===== src/rtl/pcu_pkg.sv =====
// Shared encodings for the PC / branch-resolution block: control-transfer
// kinds, branch funct3 codes, fetch FSM states and counter helpers.
package pcu_pkg;

   // Control-transfer kind as presented by decode
   typedef enum logic [1:0] {
      CTL_BRANCH = 2'b00,
      CTL_JAL    = 2'b01,
      CTL_JALR   = 2'b10,
      CTL_RSVD   = 2'b11
   } ctl_kind_e;

   // RV32I conditional-branch funct3 codes (010/011 are unused)
   localparam logic [2:0] F3_BEQ  = 3'b000;
   localparam logic [2:0] F3_BNE  = 3'b001;
   localparam logic [2:0] F3_BLT  = 3'b100;
   localparam logic [2:0] F3_BGE  = 3'b101;
   localparam logic [2:0] F3_BLTU = 3'b110;
   localparam logic [2:0] F3_BGEU = 3'b111;

   // Fetch sequencing states
   typedef enum logic [1:0] {
      ST_BOOT = 2'b00,
      ST_RUN  = 2'b01,
      ST_HOLD = 2'b10
   } pcu_state_e;

   localparam logic [31:0] PERF_CNT_MAX = '1;

   // Increment that sticks at all-ones instead of wrapping
   function automatic logic [31:0] sat_inc(input logic [31:0] v);
      return (v == PERF_CNT_MAX) ? v : v + 32'd1;
   endfunction

endpackage


===== src/rtl/pc_branch_unit_branch_cmp.sv =====
// branch_cmp: combinational evaluation of the six RV32I branch conditions.
// Unused funct3 codes evaluate to false.
module branch_cmp
   import pcu_pkg::*;
#(
   parameter int unsigned XLEN = 32
) (
   input  logic [2:0]      funct3,
   input  logic [XLEN-1:0] rs1,
   input  logic [XLEN-1:0] rs2,
   output logic            cond_true
);

   logic w_eq;
   logic w_lt;
   logic w_ltu;

   assign w_eq  = (rs1 == rs2);
   assign w_lt  = ($signed(rs1) < $signed(rs2));
   assign w_ltu = (rs1 < rs2);

   // Select the comparison result named by funct3
   always_comb begin
      cond_true = 1'b0;
      case (funct3)
         F3_BEQ:  cond_true = w_eq;
         F3_BNE:  cond_true = ~w_eq;
         F3_BLT:  cond_true = w_lt;
         F3_BGE:  cond_true = ~w_lt;
         F3_BLTU: cond_true = w_ltu;
         F3_BGEU: cond_true = ~w_ltu;
         default: cond_true = 1'b0;
      endcase
   end

endmodule


===== src/rtl/pc_branch_unit.sv =====
// pc_branch_unit: fetch PC register with valid/ready fetch handshake,
// resolution of conditional branches, JAL and JALR, link address generation
// and one-cycle redirect/flush pulses.
// Optional build macro PC_PERF_CNT_EN adds saturating branch/taken counters.
module pc_branch_unit
   import pcu_pkg::*;
#(
   parameter int unsigned       XLEN        = 32,
   parameter logic [XLEN-1:0]   RESET_PC    = '0,
   parameter int unsigned       INSTR_BYTES = 4
) (
   input  logic            clk,
   input  logic            rst,
   input  logic            stall_i,
   input  logic            if_ready_i,
   output logic [XLEN-1:0] pc_o,
   output logic            pc_valid_o,
   input  logic            ctl_valid_i,
   input  logic [1:0]      ctl_kind_i,
   input  logic [2:0]      br_funct3_i,
   input  logic [XLEN-1:0] rs1_i,
   input  logic [XLEN-1:0] rs2_i,
   input  logic [XLEN-1:0] imm_i,
   input  logic [XLEN-1:0] instr_pc_i,
   output logic            taken_o,
   output logic            redirect_o,
   output logic            flush_o,
   output logic [XLEN-1:0] link_o,
   output logic            misalign_o
`ifdef PC_PERF_CNT_EN
   ,
   output logic [31:0]     branch_cnt_o,
   output logic [31:0]     taken_cnt_o
`endif
);

   localparam logic [XLEN-1:0] STEP     = XLEN'(INSTR_BYTES);
   localparam logic [XLEN-1:0] LSB_MASK = {{(XLEN-1){1'b1}}, 1'b0};

   pcu_state_e      r_state;
   logic [XLEN-1:0] r_pc;
   logic            r_pc_valid;
   logic            r_taken;
   logic            r_redirect;
   logic            r_flush;
   logic            r_misalign;
   logic [XLEN-1:0] r_link;

   ctl_kind_e       w_kind;
   logic            w_cond_true;
   logic            w_taken_any;
   logic            w_is_jump;
   logic            w_aligned;
   logic            w_redirect;
   logic            w_misalign;
   logic [XLEN-1:0] w_jalr_sum;
   logic [XLEN-1:0] w_target;
   logic [XLEN-1:0] w_seq_pc;
   logic [XLEN-1:0] w_link_val;

   assign w_kind     = ctl_kind_e'(ctl_kind_i);
   assign w_jalr_sum = rs1_i + imm_i;
   assign w_seq_pc   = r_pc + STEP;
   assign w_link_val = instr_pc_i + STEP;

   branch_cmp #(
      .XLEN (XLEN)
   ) u_cmp (
      .funct3    (br_funct3_i),
      .rs1       (rs1_i),
      .rs2       (rs2_i),
      .cond_true (w_cond_true)
   );

   // Decide whether a transfer is taken and compute its target
   always_comb begin
      w_taken_any = 1'b0;
      w_is_jump   = 1'b0;
      w_target    = instr_pc_i + imm_i;
      if (ctl_valid_i) begin
         case (w_kind)
            CTL_BRANCH: w_taken_any = w_cond_true;
            CTL_JAL: begin
               w_taken_any = 1'b1;
               w_is_jump   = 1'b1;
            end
            CTL_JALR: begin
               w_taken_any = 1'b1;
               w_is_jump   = 1'b1;
               w_target    = w_jalr_sum & LSB_MASK;
            end
            default: w_taken_any = 1'b0;
         endcase
      end
   end

   // A misaligned target is reported instead of followed; taken_o only
   // pulses for transfers that actually redirect fetch.
   assign w_aligned  = (w_target[1:0] == 2'b00);
   assign w_redirect = w_taken_any & w_aligned;
   assign w_misalign = w_taken_any & ~w_aligned;

   // Fetch FSM, PC register and one-cycle status pulses
   always_ff @(posedge clk) begin
      if (rst) begin
         r_state    <= ST_BOOT;
         r_pc       <= RESET_PC;
         r_pc_valid <= 1'b0;
         r_taken    <= 1'b0;
         r_redirect <= 1'b0;
         r_flush    <= 1'b0;
         r_misalign <= 1'b0;
      end else begin
         r_taken    <= w_redirect;
         r_redirect <= w_redirect;
         r_flush    <= w_redirect;
         r_misalign <= w_misalign;
         if (w_redirect) begin
            // Redirect wins over stall/ready from any state
            r_pc       <= w_target;
            r_state    <= ST_RUN;
            r_pc_valid <= 1'b1;
         end else begin
            case (r_state)
               ST_BOOT: begin
                  r_state    <= ST_RUN;
                  r_pc_valid <= 1'b1;
               end
               ST_RUN: begin
                  if (stall_i) begin
                     r_state    <= ST_HOLD;
                     r_pc_valid <= 1'b0;
                  end else begin
                     r_pc_valid <= 1'b1;
                     if (r_pc_valid && if_ready_i) begin
                        r_pc <= w_seq_pc;
                     end
                  end
               end
               ST_HOLD: begin
                  if (!stall_i) begin
                     r_state    <= ST_RUN;
                     r_pc_valid <= 1'b1;
                  end
               end
               default: begin
                  r_state    <= ST_BOOT;
                  r_pc_valid <= 1'b0;
               end
            endcase
         end
      end
   end

   // Link address captured on every JAL/JALR, held otherwise
   always_ff @(posedge clk) begin
      if (rst) begin
         r_link <= '0;
      end else if (w_is_jump) begin
         r_link <= w_link_val;
      end
   end

`ifdef PC_PERF_CNT_EN
   logic [31:0] r_branch_cnt;
   logic [31:0] r_taken_cnt;

   // Saturating counts of branches seen and transfers that redirected
   always_ff @(posedge clk) begin
      if (rst) begin
         r_branch_cnt <= '0;
         r_taken_cnt  <= '0;
      end else begin
         if (ctl_valid_i && (w_kind == CTL_BRANCH)) begin
            r_branch_cnt <= sat_inc(r_branch_cnt);
         end
         if (w_redirect) begin
            r_taken_cnt <= sat_inc(r_taken_cnt);
         end
      end
   end

   assign branch_cnt_o = r_branch_cnt;
   assign taken_cnt_o  = r_taken_cnt;
`endif

   assign pc_o       = r_pc;
   assign pc_valid_o = r_pc_valid;
   assign taken_o    = r_taken;
   assign redirect_o = r_redirect;
   assign flush_o    = r_flush;
   assign link_o     = r_link;
   assign misalign_o = r_misalign;

endmodule


===== config.mk =====
export PLATFORM = sky130hd
export DESIGN_NAME = pc_branch_unit
export DESIGN_NICKNAME = d
export VERILOG_FILES = /design/src/rtl/pcu_pkg.sv /design/src/rtl/pc_branch_unit_branch_cmp.sv /design/src/rtl/pc_branch_unit.sv
export SDC_FILE = /design/constraint.sdc
export NUM_CORES = 1
export LEC_CHECK = 0
export ABC_CLOCK_PERIOD_IN_PS = 4550
export BUFFER_PORTS_ARGS = -buffer_cell sky130_fd_sc_hd__buf_2
export CAP_MARGIN = 40
export CORE_MARGIN = 3
export CORE_UTILIZATION = 55
export DETAILED_ROUTE_END_ITERATION = 16
export PLACE_DENSITY_LB_ADDON = 0.05
export SLEW_MARGIN = 30
export SYNTH_ARGS = -nofsm -noshare
export SYNTH_HDL_FRONTEND = slang
export SYNTH_HIERARCHICAL = 1
export SYNTH_SLANG_ARGS = --single-unit

===== constraint.sdc =====
create_clock -name clk -period 4.55 [get_ports clk]
set_clock_uncertainty 0.1 [all_clocks]
set_input_delay 0.455 -clock clk [delete_from_list [all_inputs] [get_ports clk]]
set_output_delay 0.455 -clock clk [all_outputs]
set_load 0.1 [all_outputs]

### After elaboration in Yosys (flattened, before gate mapping)

Cells that the tools add are included.

| word-level totals | value |
|---|---|
| register bits after elaboration | 69 |
| word-level logic and storage cells | 65 |

| operators by class | value |
|---|---|
| add/sub/neg operators | 4 |
| order comparisons | 2 |
| equality and inequality tests | 15 |
| multiplexer cells | 19 |
| bitwise gates (word level) | 6 |
| reduce and logical (&&, ||, !) cells | 12 |

Operator list:

| kind | count |
|---|---|
| two-way mux 32 bit | 6 |
| adder 32 x 3 -> 32 bit (second input constant) | 2 |
| adder 32 bit | 2 |
| < comparator 32 bit | 2 |
| == test 32 bit | 1 |
| == test 3 bit (second input constant) | 4 |
| two-way mux 1 bit | 7 |
| logical NOT 2 bit | 3 |
| inequality test 3 bit (second input constant) | 2 |
| one-hot mux 1 bit (6 select lines) | 1 |
| one-hot mux 2 bit (3 select lines) | 1 |
| == test 2 x 1 -> 1 bit (second input constant) | 2 |
| == test 2 bit (second input constant) | 2 |
| two-way mux 2 bit | 2 |
| inequality test 2 bit (second input constant) | 2 |
| NOT 1 bit | 4 |
| AND reduction 2 bit | 2 |
| nonzero test 2 bit | 2 |
| OR reduction 2 bit | 2 |
| == test 3 x 1 -> 1 bit (second input constant) | 1 |
| logical NOT 3 bit | 1 |
| one-hot mux 1 bit (3 select lines) | 1 |
| AND reduction 3 bit | 1 |
| bitwise AND 1 bit | 2 |
| other kinds (3) | 3 |

### Longest topological paths before layout

Gate-level depths: netlist of run 1.

| logic depth | value |
|---|---|
| word-level depth | 8 |
| depth in mapped cells | 15 |

### Modules after synthesis

The synthesis of run 1 kept the hierarchy.

By module, submodules not included:

| module | times used | cells each | area an instance (um^2) | sequential area each (um^2) |
|---|---|---|---|---|
| pc_branch_unit | 1 | 865 | 6695.2 | 1381.3 |
| branch_cmp | 1 | 120 | 864.6 | 0.0 |

### Least setup slack after synthesis of run 1

OpenSTA, ideal clock, no wires.

| timing | value |
|---|---|
| path kind | input to register |
| start | in rs2_i[19] |
| end | reg r_pc[13], in the netlist pc_o[13] |
| setup time | 137 ps |
| arrival | 3255 ps |
| setup slack | 1058 ps |
| cell stages on the path | 14 |
| path buffers | 2 |
| path through | inv_1 > ha_1 > and4_2 > or4b_2 > o22ai_1 > or4_1 > a31o_1 > a21oi_1 > or3b_2 > nand2b_1 > clkbuf_1 > clkbuf_1 > a211oi_1 > a211oi_1 |

| between the ends | value |
|---|---|
| longest elaborated chain between the ends | 8 |

Ends and longest elaborated chain:

| element | RTL line | RTL |
|---|---|---|
| from (decl) | pc_branch_unit.sv:22 | `input logic [XLEN-1:0] rs2_i,` |
| < comparator 32 bit (tied with other cells) | pc_branch_unit_branch_cmp.sv:20 | `assign w_ltu = (rs1 < rs2);` |
| NOT 1 bit (on tied branches) | pc_branch_unit_branch_cmp.sv:31, pc_branch_unit_branch_cmp.sv:27, pc_branch_unit_branch_cmp.sv:29 |  |
| one-hot mux 1 bit (6 select lines) (*) | pc_branch_unit_branch_cmp.sv:25 | `case (funct3)` |
| net w_cond_true | pc_branch_unit.sv:50 | `logic w_cond_true;` |
| one-hot mux 1 bit (2 select lines) (*) | pc_branch_unit.sv:81 | `case (w_kind)` |
| two-way mux 1 bit (*) | pc_branch_unit.sv:80 | `if (ctl_valid_i) begin` |
| bitwise AND 1 bit (*) | pc_branch_unit.sv:100 | `assign w_redirect = w_taken_any & w_aligned;` |
| inequality test 2 x 1 -> 1 bit (no line) / nonzero test 2 bit (equally long branches) | -- |  |
| AND reduction 3 bit (no line) | -- |  |
| to (signal assigned) | pc_branch_unit.sv:120 | `r_pc <= w_target;` |
| to (signal assigned) | pc_branch_unit.sv:136 | `r_pc <= w_seq_pc;` |
| to (decl) | pc_branch_unit.sv:41 | `logic [XLEN-1:0] r_pc;` |

The timed path passes the listed nets; every way through them passes the cells marked *.
A chain may end at the register's enable or synchronous reset.

### Final worst setup path of run 1

| timing | value |
|---|---|
| start | in rs1_i[30] |
| end | reg r_pc[24], in the netlist pc_o[24] |

| between the ends | value |
|---|---|
| longest elaborated chain between the ends | 8 |

Ends and longest elaborated chain:

| element | RTL line | RTL |
|---|---|---|
| from (decl) | pc_branch_unit.sv:21 | `input logic [XLEN-1:0] rs1_i,` |
| < comparator 32 bit (tied with other cells) | pc_branch_unit_branch_cmp.sv:20 |  |
| NOT 1 bit (on tied branches) | pc_branch_unit_branch_cmp.sv:31, pc_branch_unit_branch_cmp.sv:27, pc_branch_unit_branch_cmp.sv:29 |  |
| one-hot mux 1 bit (6 select lines) (*) | pc_branch_unit_branch_cmp.sv:25 |  |
| net w_cond_true | pc_branch_unit.sv:50 |  |
| one-hot mux 1 bit (2 select lines) (*) | pc_branch_unit.sv:81 |  |
| two-way mux 1 bit (*) | pc_branch_unit.sv:80 |  |
| bitwise AND 1 bit (*) | pc_branch_unit.sv:100 |  |
| inequality test 2 x 1 -> 1 bit (no line) / nonzero test 2 bit (equally long branches) | -- |  |
| AND reduction 3 bit (no line) | -- |  |

Marked as above.

==> impl_metrics.tcl, run 1 <==
set metrics [dict create \
    status "completed" \
    initial_core_util 0.5664 \
    r2r-end "pc_o[29]$_SDFFE_PP0P_" \
    vias 8066 \
    drt-vias-per-instance 5.970 \
    cts_tree "yes" \
    crit_slowest_cell "or4b_2" \
    path_cells "buf_2 > ha_1 > nand4_1 > or4b_2 > o22ai_1 > or4_1 > a31o_1 > a21oi_1 > or3b_2 > nand2b_2 > buf_4 > nor3_1 > a211oi_1 > o311a_1" \
    gr-total-overflow 0 \
    yosysSeqAreaShare 0.1827 \
    post-route-period-util 0.7740 \
    netlist_instances 985 \
    post_cts_buffers 0 \
    synth_cell_types 71 \
    dr.pass1.iters 5 \
    portBuffers 206 \
    cts_buffer_depth 2 \
    core_um2 13350 \
    drc 0 \
    cts_resized 0 \
    clock_latency_ps 350 \
    slew_viol_final 0 \
    relSlewSlack 0.5072 \
    path_clk_slew_ps 70 \
    synth_ff_type "dfxtp_1" \
    hp-start "instr_pc_i[2]" \
    worstPathRequired_ps 4680 \
    rsz0062_at_grt "false" \
    num-nets-final 1407 \
    final_cell_mix "buf_2 (206), ha_1 (98), nand2_1 (91)" \
    max_cap_violations 0 \
    grt_max_degree 62 \
    fin_setup_tns_ps 0 \
    h-tree-depth 3 \
    track_usage 0.3002 \
    cts_buffers 9 \
    rows 42 \
    synth.area.top_cells "dfxtp_1 (18%), ha_1 (16%), xor2_1 (6.7%)" \
    period_needed_ps 3522 \
    drtAntennaViolNets 0 \
    slowest_delay_ps 690 \
    hold_viol 0 \
    die-width_um 123.2 \
    placed_cell_area_um2 8730 \
    critPathCaptureType "register" \
    timing.reg2reg.setup_slack_ps 1840 \
    antenna_found_initial 3 \
    area_growth_syn_to_layout_pct 19.89 \
    path_max_fanout 30 \
    worst_slack_ps 1028 \
    drive_gt1_frac 0.2172 \
    cts-hold-fix-buffers 0 \
    synth_nets 1223 \
    maxClockFrequency_mhz 283.9 \
    worstHoldPathType "input port to register" \
    dp_hpwl_mm 19.29 \
    critPathKind "input port to register" \
    drtIter0Drc 504 \
    dieArea_um2 15190 \
    critPathArrivalTime_ps 3650 \
    synthesis.area_um2 7560 \
    fillCellCount 1226 \
    whs_path_depth 2 \
    cts_root_buffer "clkbuf_16" \
    routabilityCongestion 1.002 \
    final_common_cell "buf_2" \
    cts.sinks 69 \
    p_leak_uw 0.004180 \
    synthArstFlopShare 0 \
    tightest_slew_ps 732.5 \
    holdPathEnd "link_o[2]$_SDFFE_PP0P_" \
    grt_pass1_vias 7009 \
    ir_drop_uv 180.8 \
    critPathLaunchType "input port" \
    die_h_um 123.2 \
    power_density_nw_per_um2 292.2 \
    wl_per_cell_um 17.21 \
    grt_pass1_wl_mm 35.44 \
    place_ws_ps 690.0 \
    yosysTopAreaCell "dfxtp_1" \
    synth_edf_count 0 \
    reg2reg_from "pc_o[5]$_SDFFE_PP0P_" \
    worstRegToRegCells 8 \
    finalSetupViolations 0 \
    final_area_um2 9064 \
    synth_top_cell_area_share 0.1827 \
    io_pins 207 \
    ys_ff_latch 69 \
    avgSynthCellArea_um2 7.675 \
    wirelength_mm 23.25 \
    ys_warn_count 6 \
]
==> per-stage QoR <==
step | hold slack, ps | instances | power [uW] | util
detailed placement | 350.0 | 1334 | 1834 | 0.6540
finish | 237.1 | 1351 | 2648 | 0.6790
global placement | 343.2 | 1333 | 1825 | 0.6519
floorplan | 430.6 | 985 | 1545 | -
CTS | 232.1 | 1350 | 2641 | 0.6789
global route | 244.6 | 1351 | 2781 | 0.6790
==> synthesized netlist by cell type, drive strengths merged, types with 4 or more instances <==
cell type  instances
a211oi            62
a21boi             4
a21o              26
a21oi             89
a221oi            14
a311oi             9
a31oi             14
and2               9
and3              22
buf                5
clkbuf            36
dfxtp             69
ha                98
inv               47
nand2             92
nand2b             7
nand3             36
nand4             16
nor2              69
nor2b              5
nor3              22
nor3b              4
o211ai             6
o21a               4
o21ai             49
o21bai            10
or3               11
xnor2             46
xor2              58
==> how the worst max path moves through the flow <==
stage	to	startpoint	slack, ps
2_1_floorplan	pc_o[13]$_SDFFE_PP0P_	rs2_i[19]	1060
3_5_place_dp	pc_o[24]$_SDFFE_PP0P_	rs1_i[30]	690
3_3_place_gp	pc_o[24]$_SDFFE_PP0P_	rs1_i[30]	770
4_1_cts	pc_o[24]$_SDFFE_PP0P_	rs1_i[30]	1050
6_report	pc_o[24]$_SDFFE_PP0P_	rs1_i[30]	1030
5_1_grt	pc_o[24]$_SDFFE_PP0P_	rs1_i[31]	840
==> flip-flops by register name (all words and copies together) (netlist names) <==
name / flops
link_o: 32
pc_o: 32
r_state: 2
flush_o: 1
misalign_o: 1
pc_valid_o: 1
==> where the power goes <==
part / leakage (uW) / internal, uW / total (uW) / switching [uW]
sequential: 0.000565 / 647 / 679 / 32.2
combinational: 0.00345 / 368 / 1160 / 794
clock: 0.000163 / 490 / 807 / 317
total: 0.00418 / 1510 / 2650 / 1140
==> critical path, delay by kind of cell <==
family,cells,cell delay (ps)
buffers and inverters,2,360
AND/OR/NAND/NOR,6,1880
adder cells (fa/ha/maj),1,320
AO/OA/AOI/OAI,5,610
==> logic make-up after synthesis <==
group	count (synthesis)	synth area share
XOR/XNOR	104	0.1205
flip-flops	69	0.1827
buffers and inverters	88	0.04535
adder cells (fa/ha/maj)	100	0.1675
multiplexers	1	0.001324
AND/OR/NAND/NOR	310	0.2019
AO/OA/AOI/OAI	313	0.2807
==> routing by layer <==
metal	wire, um	vias up	GRT usage
met3	1884	42	0.06176
met4	591	4	0.1045
met5	23	-	0
met1	10830	3696	0.4323
met2	9919	303	0.4438
li1	-	4021	-
==> area by class of cell <==
type,count,area [um^2],share of cell area
timing repair buffer,214,1111,0.1226
tap,176,220.2,0.02430
antenna,1,2.502,0.0002761
clock inverter,7,106.4,0.01173
sequential,69,1381,0.1524
clock buffer,9,225.2,0.02485
multi-input combinational,828,5841,0.6444
inverter,47,176.4,0.01946
(Power assumes the default switching activity.)
==> inputs of run 2 (changes only) <==
ABC_AREA = 1   (was unset)
ABC_CLOCK_PERIOD_IN_PS = 3020   (was 4550)
CORE_UTILIZATION = 52   (was 55)
clock period = 3.02 ns   (was 4.55 ns; I/O delays follow)
==> impl_metrics.tcl, run 2 <==
set metrics [dict create \
    vias 11990 \
    num-nets-final 2200 \
    worstHoldPathType "input port to register" \
    synthesis.area_um2 9664 \
    seq_area_um2 1381 \
    synth_ff_type "dfxtp_1" \
    post_cts_buffers 0 \
    drtAntennaViolNets 0 \
    synth_compound_area_frac 0.1554 \
    worstPathRequired_ps 3160 \
    final_cell_mix "nand2_1 (464), inv_1 (303), buf_2 (206)" \
    rsz0062_at_grt "true" \
    ys_warn_count 6 \
    io_pins 207 \
    synth_top_family_by_area "simple AND/OR/NAND/NOR gates" \
    grt_pass1_vias 10800 \
    period_needed_ps 2853 \
    synthSimpleGateAreaFrac 0.3912 \
    path_clk_slew_ps 60 \
    critPathCaptureType "register" \
    h-tree-depth 3 \
    drtIter0Drc 1119 \
    core_um2 18090 \
    relSlewSlack 0.4817 \
    clock_latency_ps 340 \
    yosysTopAreaCell "nand2_1" \
    critPathKind "input port to register" \
    drt-vias-per-instance 5.459 \
    antenna_found_initial 3 \
    rows 49 \
    initial_core_util 0.5343 \
    synth_top_cell_area_share 0.1818 \
    portBuffers 206 \
    track_usage 0.3374 \
    critPathLaunchType "input port" \
    dp_hpwl_mm 29.16 \
    power_uw 4340 \
    synthXorXnorAreaFrac 0.04531 \
    placed_cell_area_um2 11210 \
    power_density_nw_per_um2 371.3 \
    ys_ff_latch 69 \
    fillCellCount 1844 \
    synth_cell_types 46 \
    max_cap_violations 0 \
    dr.pass1.iters 6 \
    final_common_cell "nand2_1" \
    tightest_slew_ps 776.7 \
    die-width_um 142.3 \
    multi_input_area_um2 7087 \
    maxClockFrequency_mhz 350.5 \
    synth.area.top_cells "nand2_1 (18%), dfxtp_1 (14%), ha_1 (13%)" \
    status "completed" \
    synth_edf_count 0 \
    synth_mux_area_frac 0 \
    yosysSeqAreaShare 0.1429 \
    area_growth_syn_to_layout_pct 20.95 \
    fin_setup_tns_ps 0 \
    netlist_instances 1729 \
    synth_fa_ha_area_frac 0.1310 \
    hold_viol 0 \
    path_max_fanout 8 \
    critPathArrivalTime_ps 2990 \
    cts.sinks 69 \
    routabilityCongestion 0.9865 \
    finalSetupViolations 0 \
    dieArea_um2 20260 \
    ir_drop_uv 380.3 \
    final_area_um2 11690 \
    synth_nets 1967 \
    cts_buffers 9 \
    wirelength_mm 35.42 \
    cts_buffer_depth 2 \
    yosysMostFrequentCell "nand2_1" \
    slew_viol_final 0 \
    cts_root_buffer "clkbuf_16" \
    gr-total-overflow 0 \
    post-route-period-util 0.9448 \
    drive_gt1_frac 0.1678 \
    avgSynthCellArea_um2 5.590 \
    cts_tree "yes" \
    final_util 0.6463 \
    wl_per_cell_um 16.13 \
    grt_pass1_wl_mm 54.46 \
    p_leak_uw 0.006661 \
    grt_max_degree 44 \
    insertedDiodeCount 0 \
    drc 0 \
    die_h_um 142.3 \
    synthArstFlopShare 0 \
    cts-hold-fix-buffers 0 \
    synthTopCellsByCount "nand2_1 (468), inv_1 (305), nor2_1 (198), a21oi_1 (120), nand3_1 (120)" \
]
[run 2: cell families after synthesis]
group / Yosys count
AO/OA/AOI/OAI: 279
flip-flops: 69
adder cells (fa/ha/maj): 100
XOR/XNOR: 50
buffers and inverters: 341
AND/OR/NAND/NOR: 890
[run 2: per-layer routing]
layer  vias to the layer above  global-route usage  routed length (um)
met3                        95             0.07224                3218
met4                         6              0.1341                1566
met1                      5367              0.4453               15270
met5                         -                   0                  33
li1                       6007                   -                   -
met2                       513              0.5386               15340
[run 2: critical path, cell delays in order]
cell and delay [ps]:
buf_2 110, ha_1 280, nand2_1 70, nor2_2 150
nand2_2 100, nor2_1 100, buf_4 130, nand2_1 60
nand2_1 60, o21ai_1 60, inv_2 40, nand2_1 50
nor2_2 120, nand3_2 140, nand3_1 110, nand2_1 50
inv_1 70, nor2_1 40, nand2_1 100, inv_2 70
nor2_2 110, inv_2 110, buf_12 150, o221a_2 250
o21ai_0 70, inv_1 50
[run 2: layout make-up]
class	instances	share of cell area
Tap cell	229	0.02451
Clock inverter	7	0.008349
Sequential cell	69	0.1182
Timing Repair Buffer	253	0.1238
Clock buffer	9	0.01927
Inverter	310	0.09955
Multi-Input combinational cell	1319	0.6063
[run 2: worst paths after layout]
check / from / endpoint / slack (ps) / cells after the start
worst max register to register: r_state[0]$_SDFFE_PP0P_ / pc_o[6]$_SDFFE_PP0P_ / 780 / 8
worst min-delay path: instr_pc_i[2] / link_o[2]$_SDFFE_PP0P_ / 160 / 2
worst max-delay path: rs1_i[28] / pc_o[6]$_SDFFE_PP0P_ / 170 / 26
worst min register to register: pc_o[1]$_SDFFE_PP0P_ / pc_o[1]$_SDFFE_PP0P_ / 340 / 2
[run 2: what timing repair did]
| action | in CTS | in global routing |
|---|---|---|
| endpoints found under the setup margin | 0 | 31 |
| gates resized for setup | 0 | 19 |
| hold endpoints to repair | 0 | 0 |
[run 2: per-stage QoR]
| stage | std cells | setup WS [ps] | hold WS (ps) |
|---|---|---|---|
| floorplan | 1729 | 330.0 | 292.0 |
| global placement | 2178 | -178.6 | 331.0 |
| detailed placement | 2178 | -313.2 | 330.9 |
| CTS | 2194 | 26.42 | 153.2 |
| global route | 2196 | -22.39 | 165.5 |
| finish | 2196 | 166.8 | 160.1 |
[run 2: where the power goes]
part | total [uW] | switching, uW | internal [uW]
combinational | 2130 | 1520 | 607
sequential | 1050 | 67.9 | 984
clock | 1160 | 436 | 727
total | 4340 | 2020 | 2320
==> inputs of run 3 (changes only) <==
BUFFER_PORTS_ARGS = unset   (was -buffer_cell sky130_fd_sc_hd__buf_2)
CORE_UTILIZATION = 55   (was 52)
DONT_BUFFER_PORTS = 1   (was unset)
==> impl_metrics.tcl, run 3 (synthesis gave the netlist of run 2 again) <==
set metrics [dict create \
    status "completed" \
    numPlacedInstances 2013 \
    instances_no_fill 2032 \
    hold_viol 0 \
    finalSetupViolations 0 \
    area_growth_syn_to_layout_pct 16.33 \
    portBuffers 0 \
    core_um2 16880 \
    wirelength_mm 34.87 \
    power_density_nw_per_um2 375.2 \
    h-tree-depth 3 \
    dp_hpwl_mm 29.22 \
    place_ws_ps -153.1 \
    path_max_fanout 9 \
    cts_tree "yes" \
    routabilityCongestion 1.031 \
    gr-total-overflow 0 \
    worstHoldPathType "input port to register" \
    dr.pass1.iters 6 \
    rows 47 \
    die-width_um 138.6 \
    final_util 0.6661 \
    grt_pass1_wl_mm 54.43 \
    antenna_found_initial 0 \
    ir_drop_uv 315.0 \
    switching_share 0.4645 \
    die_h_um 138.6 \
    post-route-period-util 0.9114 \
    slew_viol_final 0 \
    drt-vias-per-instance 5.502 \
    switchingPower_uw 1960 \
    drc 0 \
    num-nets-final 2044 \
    grt_max_degree 40 \
    wl_per_cell_um 17.16 \
    track_usage 0.3488 \
    max_cap_violations 0 \
    final_common_cell "nand2_1" \
    internal_power_uw 2259 \
    seq_power_share 0.253 \
    worst_slack_ps 267.6 \
    critPathKind "input port to register" \
    clockPowerShare 0.262 \
    fillCellCount 1619 \
    io_pins 207 \
    p_leak_uw 0.006121 \
    clock_latency_ps 340 \
    cts_buffer_depth 2 \
    critPathArrivalTime_ps 2890 \
    drtIter0Drc 1062 \
    cts.sinks 69 \
    grt_pass1_vias 10300 \
    combPwrFrac 0.485 \
    worstPathRequired_ps 3150 \
    drtAntennaViolNets 0 \
    critPathCaptureType "register" \
    critPathLaunchType "input port" \
    tightest_slew_ps 832.8 \
    maxClockFrequency_mhz 363.3 \
    vias 11180 \
    final_cell_mix "nand2_1 (468), inv_1 (304), nor2_1 (196)" \
    drive_gt1_frac 0.08835 \
    dieArea_um2 19200 \
    period_needed_ps 2752 \
    relSlewSlack 0.4475 \
    whs_ps 20.88 \
    cts_buffers 9 \
    path_clk_slew_ps 60 \
    cts_root_buffer "clkbuf_16" \
    initial_core_util 0.5726 \
]
## run 3: cell types whose count changed in the layout (fill, tap and decap cells not counted), sizes merged
cell | before | now
clkbuf | 11 | 9
buf | 251 | 95
diode | 0 | 1
inv | 312 | 314
dlygate4sd3 | 0 | 2
bufinv | 2 | 1
clkinv | 1 | 2
clkinvlp | 2 | 0
## run 3: power groups by stage
stage	sequential [uW]	combinational (uW)	clock, uW
detailed placement	1090	2000	0
floorplan	1560	989	0
finish	1070	2040	1110
global route	1080	2220	1150
global placement	1340	1580	0
CTS	1070	2020	1110
## run 3: critical path, cell delays in order
cell and delay (ps):
inv_1 20, ha_1 300, nand2_1 80, nor2_2 150
nand2_2 90, nor3b_2 180, buf_4 150, nand2_1 80
nand2_2 80, nor2_1 50, nor2_1 120, nand3_2 120
nand3_1 100, nand2_1 50, inv_1 60, nor2_1 40
nand2_1 80, inv_2 80, nor2_2 100, inv_1 90
buf_4 170, o221a_2 260, o21ai_0 70, inv_1 50
## run 3: area by class of cell
cell class                 instances  area (um^2)  area share
tap                              220        275.3     0.02449
sequential                        69         1385      0.1232
timing repair buffer              97         1109     0.09861
antenna                            1        2.502   0.0002226
multi-input combinational       1319         7002      0.6228
inverter                         310         1164      0.1035
clock inverter                     7        80.08    0.007123
clock buffer                       9        225.2     0.02003
## run 3: final timing paths
| check | start | to | slack [ps] | depth (start not counted) |
|---|---|---|---|---|
| worst max-delay path | rs2_i[31] | pc_o[6]$_SDFFE_PP0P_ | 270 | 24 |
| worst min-delay path | rst | link_o[18]$_SDFFE_PP0P_ | 20 | 3 |
| worst max register to register | r_state[0]$_SDFFE_PP0P_ | pc_o[6]$_SDFFE_PP0P_ | 750 | 8 |
| worst min register to register | pc_o[0]$_SDFFE_PP0P_ | pc_o[0]$_SDFFE_PP0P_ | 390 | 2 |
## run 3: routing by layer
metal	vias up	track usage	wire, um
met5	-	0	0
met4	0	0.1061	1056
met3	65	0.09345	3581
met2	495	0.5627	15400
met1	4933	0.4570	14830
li1	5688	-	-
## run 3: repair_timing
item                                    in CTS  in global routing
endpoints found under the setup margin       0                  4
hold buffers                                 2                  0
hold endpoints to repair                     8                  0
buffers inserted                             0                  0
gates resized for setup                      0                  5
## run 3: through the flow
stage | TNS (ps) | power (uW) | cell area, um^2
2_1_floorplan | 0 | 2550 | 9664
3_3_place_gp | -30.95 | 2920 | 10300
3_5_place_dp | -1478 | 3084 | 10900
4_1_cts | 0 | 4195 | 11220
5_1_grt | -4.724 | 4453 | 11240
6_report | 0 | 4219 | 11240
